<file path="src/rtl/fetch_pkg.sv">
// Shared constants for the instruction-fetch stage: FSM state codes, PC step and default reset PC.
// Fault checking in instr_fetch is compiled in with FETCH_FAULT_CHECK_EN.
package fetch_pkg;

  typedef logic [1:0] fetch_state_t;

  localparam fetch_state_t FILL = 2'd0;
  localparam fetch_state_t RUN  = 2'd1;
  localparam fetch_state_t HALT = 2'd2;

  localparam logic [31:0] PC_STEP          = 32'd4;
  localparam logic [31:0] RESET_PC_DEFAULT = 32'h0000_0000;

endpackage

</file>
<file path="src/rtl/instr_fetch.sv">
// Fetch stage in front of a synchronous-read instruction memory; pairs each returned word with its PC.
// Optional FETCH_FAULT_CHECK_EN halts on misaligned or out-of-range fetch addresses.
import fetch_pkg::*;

module instr_fetch #(
  parameter int          ADDRESS_WIDTH = 9,
  parameter int          DATA_WIDTH    = 32,
  parameter logic [31:0] RESET_PC      = RESET_PC_DEFAULT
) (
  input  logic                     clk,
  input  logic                     rst,
  input  logic                     stall,
  input  logic                     redirect_valid,
  input  logic [31:0]              redirect_target,
  output logic                     mem_rd_en,
  output logic [ADDRESS_WIDTH-1:0] mem_address,
  input  logic [DATA_WIDTH-1:0]    mem_dout,
  output logic                     instr_valid,
  output logic [DATA_WIDTH-1:0]    instr,
  output logic [31:0]              instr_pc,
  output logic                     fault
);

  logic [31:0]  pc_issue_q, pc_issue_d;
  logic [31:0]  pc_resp_q,  pc_resp_d;
  fetch_state_t state_q,    state_d;
  logic         fault_q,    fault_d;
  logic         issue_ok_s;

`ifdef FETCH_FAULT_CHECK_EN
  function automatic logic addr_fault_f(input logic [31:0] pc);
    addr_fault_f = (pc[1:0] != 2'b00) || ((pc >> (ADDRESS_WIDTH + 2)) != 32'd0);
  endfunction

  assign issue_ok_s = !addr_fault_f(pc_issue_q);
`else
  // Without the check, the word address simply wraps modulo memory size.
  assign issue_ok_s = 1'b1;
`endif

  assign mem_rd_en   = !rst && !stall && (state_q != HALT) && issue_ok_s;
  assign mem_address = pc_issue_q[ADDRESS_WIDTH+1:2];
  assign instr_valid = (state_q == RUN);
  assign instr_pc    = pc_resp_q;
  assign instr       = mem_dout;
  assign fault       = fault_q;

  // Next-state: redirect beats stall and HALT; an issue edge advances the PC pair.
  always_comb begin
    pc_issue_d = pc_issue_q;
    pc_resp_d  = pc_resp_q;
    state_d    = state_q;
    fault_d    = fault_q;
    if (redirect_valid) begin
      pc_issue_d = redirect_target;
      state_d    = FILL;
      fault_d    = 1'b0;
    end else if (stall || (state_q == HALT)) begin
      state_d    = state_q;
    end else if (!issue_ok_s) begin
      state_d    = HALT;
      fault_d    = 1'b1;
    end else begin
      pc_resp_d  = pc_issue_q;
      pc_issue_d = pc_issue_q + PC_STEP;
      state_d    = RUN;
    end
  end

  // State registers with asynchronous reset.
  always_ff @(posedge clk or posedge rst) begin
    if (rst) begin
      pc_issue_q <= RESET_PC;
      pc_resp_q  <= 32'd0;
      state_q    <= FILL;
      fault_q    <= 1'b0;
    end else begin
      pc_issue_q <= pc_issue_d;
      pc_resp_q  <= pc_resp_d;
      state_q    <= state_d;
      fault_q    <= fault_d;
    end
  end

endmodule

</file>
<file path="config.mk">
export PLATFORM = sky130hd
export DESIGN_NAME = instr_fetch
export DESIGN_NICKNAME = d
export VERILOG_FILES = /design/src/rtl/fetch_pkg.sv /design/src/rtl/instr_fetch.sv
export SDC_FILE = /design/constraint.sdc
export NUM_CORES = 1
export LEC_CHECK = 0
export CAP_MARGIN = 20
export CORE_MARGIN = 4
export CORE_UTILIZATION = 30
export DETAILED_ROUTE_END_ITERATION = 8
export MAX_ROUTING_LAYER = met4
export PLACE_DENSITY = 0.59
export SLEW_MARGIN = 30
export SYNTH_ARGS = -nofsm -noshare
export SYNTH_HDL_FRONTEND = slang
export SYNTH_SLANG_ARGS = --single-unit
export TNS_END_PERCENT = 10
</file>
<file path="constraint.sdc">
create_clock -name clk -period 2.1 [get_ports clk]
set_input_delay 0.525 -clock clk [delete_from_list [all_inputs] [get_ports clk]]
set_output_delay 0.525 -clock clk [all_outputs]
set_load 0.01 [all_outputs]
</file>
==> parameters.txt <==
Parameter                              Value

Worst setup path
  Endpoint of the worst-slack reg-to-reg timing path    pc_issue_q[20]
  Type of the worst setup path    reg -> out
  Required time of the critical path    between 1.5 and 2 ns
  Critical Path Sink    mem_address[3]
  Max Fanout on Critical Path    9
  Worst reg-to-reg path cell count    5
  Start of the worst register-to-register path    pc_issue_q[3]
  Startpoint types    flip-flop
  Crit path launch    pc_issue_q[5]
  Setup crit end kind    output pin
  Slack of the worst reg-to-reg path    ~0.25 ns
  Critical path arrival    1.46 ns

Floorplanning
  Row cnt    38
  Overall die area    approximately 13000 um^2
  Std-Cell Core Area    about 11000 um^2
  Ports    144
  Initial core utilization    0.313
  Vertical die dimension    roughly 120 um
  Die span in x    roughly 120 um

Routing
  Routed vias    2635
  Number of design rule violations left after detail routing    0
  Post-DR vias/cell    between 4 and 5
  Remaining antenna violation count    0
  Number of iterations in the first detailed-routing pass    4
  Total routed wirelength    8240 um
  Post-DR wirelength/cell    15.3 um
  Iter 0 DRT Violations    between 100 and 150

Finish
  Total Nets Final    ~460
  Core utilization of the finished layout    0.417
  Area growth syn-to-layout    33.0%
  Fraction of final layout cells sized beyond drive strength 1    0.221
  Antenna Diode Count    0

Power
  Worst ir drop on vdd    between 0.5 and 0.6 mV
  Leakage power total    about 0.0019 uW
  Pwr Density    roughly 860 nW/um^2

STA
  Remaining max-slew budget at the tightest pin    0.657
  Worst-margin pin slew    0.514 ns
  Max Clock Skew    roughly 0.0097 ns
  # setup viols final    0
  Share of the cycle needed by the critical path after routing    0.943
  Endpoints failing hold    0
  Setup repair after global routing missed its margin    no
  Final WS setup    approximately 0.12 ns
  Final-report max-slew violation count    0
  Minimum period implied by the final worst setup slack    between 1.5 and 2 ns
  Max frequency    just over 500 MHz

Yosys
  Post-synthesis instance total    between 300 and 400
  Share of synthesized area occupied by flip-flops and latches    0.471
  Async S/R FF share, synth    1.00
  Synthesized area divided by synthesized cell count    10.3 um^2
  Number of synthesized register bits    between 60 and 70
  Nets in the synthesized netlist    between 400 and 500
  Total of warnings raised by yosys    0
  Post-synthesis instance area    roughly 3500 um^2
  Library cells used by synthesis    43
  Ys flop type    sky130_fd_sc_hd__dfrtp_1
  Number of enable-type register cells in the synthesized netlist    0

GRT
  GR met3 Demand/Resource    0.0332
  First-pass GRT wire length    about 14000 um
  Most Used Layer, Global Route    met2
  Antenna violations before repair    0
  Congestion Overflow GR    0
  Met2 track utilization from global routing    0.189
  Maximum number of pins on one net before global-route repair    66
  Met1 Track Usage GR    0.187
  Via count of the first global-routing pass    approximately 2.7k
  Total Routing Usage GR    0.134

Job
  # Max-Cap Violations    0

Placement
  Global placer's final weighted congestion    0.815
  Number of input and output port buffers inserted    78
  Post-Place Setup Slack    -0.334 ns
  Post-detail-place hpwl    around 5900 um

Clock network
  Maximum level of the CTS H-tree    3
  Skew-Pair Late Insertion Delay    approximately 0.33 ns
  Total CTS buffers    9
  CTS tree    done
  Cts hold-fix bufs    0
  Post-CTS Setup Bufs    0
  Clock-pin slew reported for the worst setup and hold paths after clock tree synthesis    0.06 ns
  Maximum buffer depth of the clock tree    2
  Library cell used as clock root buffer    sky130_fd_sc_hd__clkbuf_16
  Clock tree sinks    65

Min path
  Path category of the worst min-delay check    reg -> reg

Run status
  Status    finished, final reports clean
routing by layer:
| layer | share of wire | wire length [um] |
|---|---|---|
| met1 | 0.49 | 4020 |
| met2 | 0.44 | 3660 |
| met3 | 0.057 | 468 |
| met4 | 0.011 | 94 |
| met5 | 0 | 0 |
placed cells by master, fill, tap and decap left out, types with 2 or more instances in the layout:
master / synthesis / routed
sky130_fd_sc_hd__and4_1: 4 / 4
sky130_fd_sc_hd__nand4_1: 10 / 10
sky130_fd_sc_hd__a22oi_1: 2 / 2
sky130_fd_sc_hd__nand2_1: 30 / 30
sky130_fd_sc_hd__or4_4: 0 / 2
sky130_fd_sc_hd__o31ai_1: 2 / 2
sky130_fd_sc_hd__mux2_2: 34 / 34
sky130_fd_sc_hd__nand3_1: 23 / 22
sky130_fd_sc_hd__clkinv_2: 0 / 3
sky130_fd_sc_hd__inv_1: 9 / 8
sky130_fd_sc_hd__nor2b_1: 4 / 4
sky130_fd_sc_hd__clkinvlp_4: 0 / 2
sky130_fd_sc_hd__clkbuf_16: 0 / 9
sky130_fd_sc_hd__clkdlybuf4s50_1: 0 / 75
sky130_fd_sc_hd__dfrtp_1: 65 / 65
sky130_fd_sc_hd__buf_12: 0 / 2
sky130_fd_sc_hd__a31oi_1: 3 / 3
sky130_fd_sc_hd__bufinv_16: 0 / 2
sky130_fd_sc_hd__or4_1: 9 / 7
sky130_fd_sc_hd__nor3_1: 5 / 5
sky130_fd_sc_hd__and3_1: 3 / 3
sky130_fd_sc_hd__nor2_1: 14 / 13
sky130_fd_sc_hd__o21ai_0: 18 / 18
sky130_fd_sc_hd__xor2_1: 6 / 6
sky130_fd_sc_hd__o211ai_1: 5 / 5
sky130_fd_sc_hd__a311o_1: 4 / 4
sky130_fd_sc_hd__buf_4: 42 / 26
sky130_fd_sc_hd__nor4_1: 3 / 3
sky130_fd_sc_hd__xnor2_1: 6 / 6
worst min path at each step:
stage | from | end | slack, ns | cells after the start
2_1_floorplan | pc_issue_q[0] | pc_issue_q[0] | 0.47 | 1
3_3_place_gp | pc_issue_q[0] | pc_issue_q[0] | 0.48 | 1
3_5_place_dp | instr_pc[31] | instr_pc[31] | 0.50 | 1
4_1_cts | instr_pc[31] | instr_pc[31] | 0.51 | 1
5_1_grt | instr_pc[29] | instr_pc[29] | 0.52 | 1
6_report | instr_pc[31] | instr_pc[31] | 0.50 | 1
cell families (layout without fill, tap and decap cells):
logic type               count (synthesis)  count (layout)  synth area share
AND/OR/NAND/NOR                        113             113             0.179
XOR/XNOR                                12              12            0.0304
AO/OA/AOI/OAI                           40              40            0.0772
multiplexers                            35              35             0.114
other                                    1               1           0.00109
adder cells (fa/ha/maj)                  1               1           0.00362
flip-flops                              65              65             0.471
buffers and inverters                   69             132             0.124
synthesized netlist by cell type, types with 2 or more instances:
cell,n,area [um^2]
sky130_fd_sc_hd__nand3_1,23,115
sky130_fd_sc_hd__nor2_1,14,52.6
sky130_fd_sc_hd__clkbuf_1,13,48.8
sky130_fd_sc_hd__nand2_1,30,113
sky130_fd_sc_hd__nand4_1,10,62.6
sky130_fd_sc_hd__nor2b_1,4,25.0
sky130_fd_sc_hd__o21ai_0,18,90.1
sky130_fd_sc_hd__nor4_1,3,18.8
sky130_fd_sc_hd__inv_1,9,33.8
sky130_fd_sc_hd__o211ai_1,5,37.5
sky130_fd_sc_hd__xor2_1,6,52.6
sky130_fd_sc_hd__dfrtp_1,65,1630
sky130_fd_sc_hd__a22oi_1,2,15.0
sky130_fd_sc_hd__and3_1,3,18.8
sky130_fd_sc_hd__mux2_2,34,383
sky130_fd_sc_hd__or4_1,9,67.6
sky130_fd_sc_hd__buf_2,2,10.0
sky130_fd_sc_hd__nor3_1,5,25.0
sky130_fd_sc_hd__a31oi_1,3,18.8
sky130_fd_sc_hd__o31ai_1,2,15.0
sky130_fd_sc_hd__and4_1,4,35.0
sky130_fd_sc_hd__xnor2_1,6,52.6
sky130_fd_sc_hd__buf_1,2,7.51
sky130_fd_sc_hd__a311o_1,4,40.0
sky130_fd_sc_hd__buf_4,42,315
report_power, final:
group          internal, uW  total [uW]  leakage (uW)  switching, uW
Sequential             1430        1560      0.000777            129
Clock                  1030        1570      0.000152            538
Combinational           499         832      0.000965            332
flip-flops by register name, summed over array words and instances, names as in the netlist:
signal	count
instr_pc	32
pc_issue_q	32
state_q	1
through the flow:
step                      instances  hold WS, ns  setup TNS, ns  total power [uW]  instance area (um^2)
final                           539        0.501              0              3960                  4590
after global routing            539        0.521              0              4170                  4590
after CTS                       539        0.507              0              4010                  4580
after detailed placement        523        0.495          -3.95              2430                  4270
after global placement          523        0.485          -3.46              2410                  4270
after floorplan                 336        0.475       -0.00917              2020                  3460
final cells by class:
class	count	area, um^2
Multi-Input combinational cell	202	1420
Clock buffer	10	229
Fill cell	1103	6440
Tap cell	140	175
Clock inverter	6	82.6
Inverter	9	37.5
Timing Repair Buffer	107	1020
Sequential cell	65	1630
worst max-delay path: stages (launching register included):
cell and delay (ns):
sky130_fd_sc_hd__dfrtp_1 0.39, sky130_fd_sc_hd__buf_4 0.19, sky130_fd_sc_hd__clkdlybuf4s50_1 0.55
repair_timing:
action	in CTS	in global routing
gates cloned	0	0
pin swaps	0	0
resized for setup	1	5
endpoints found under the setup margin	1	7
Power figures use the tool's default switching activity.
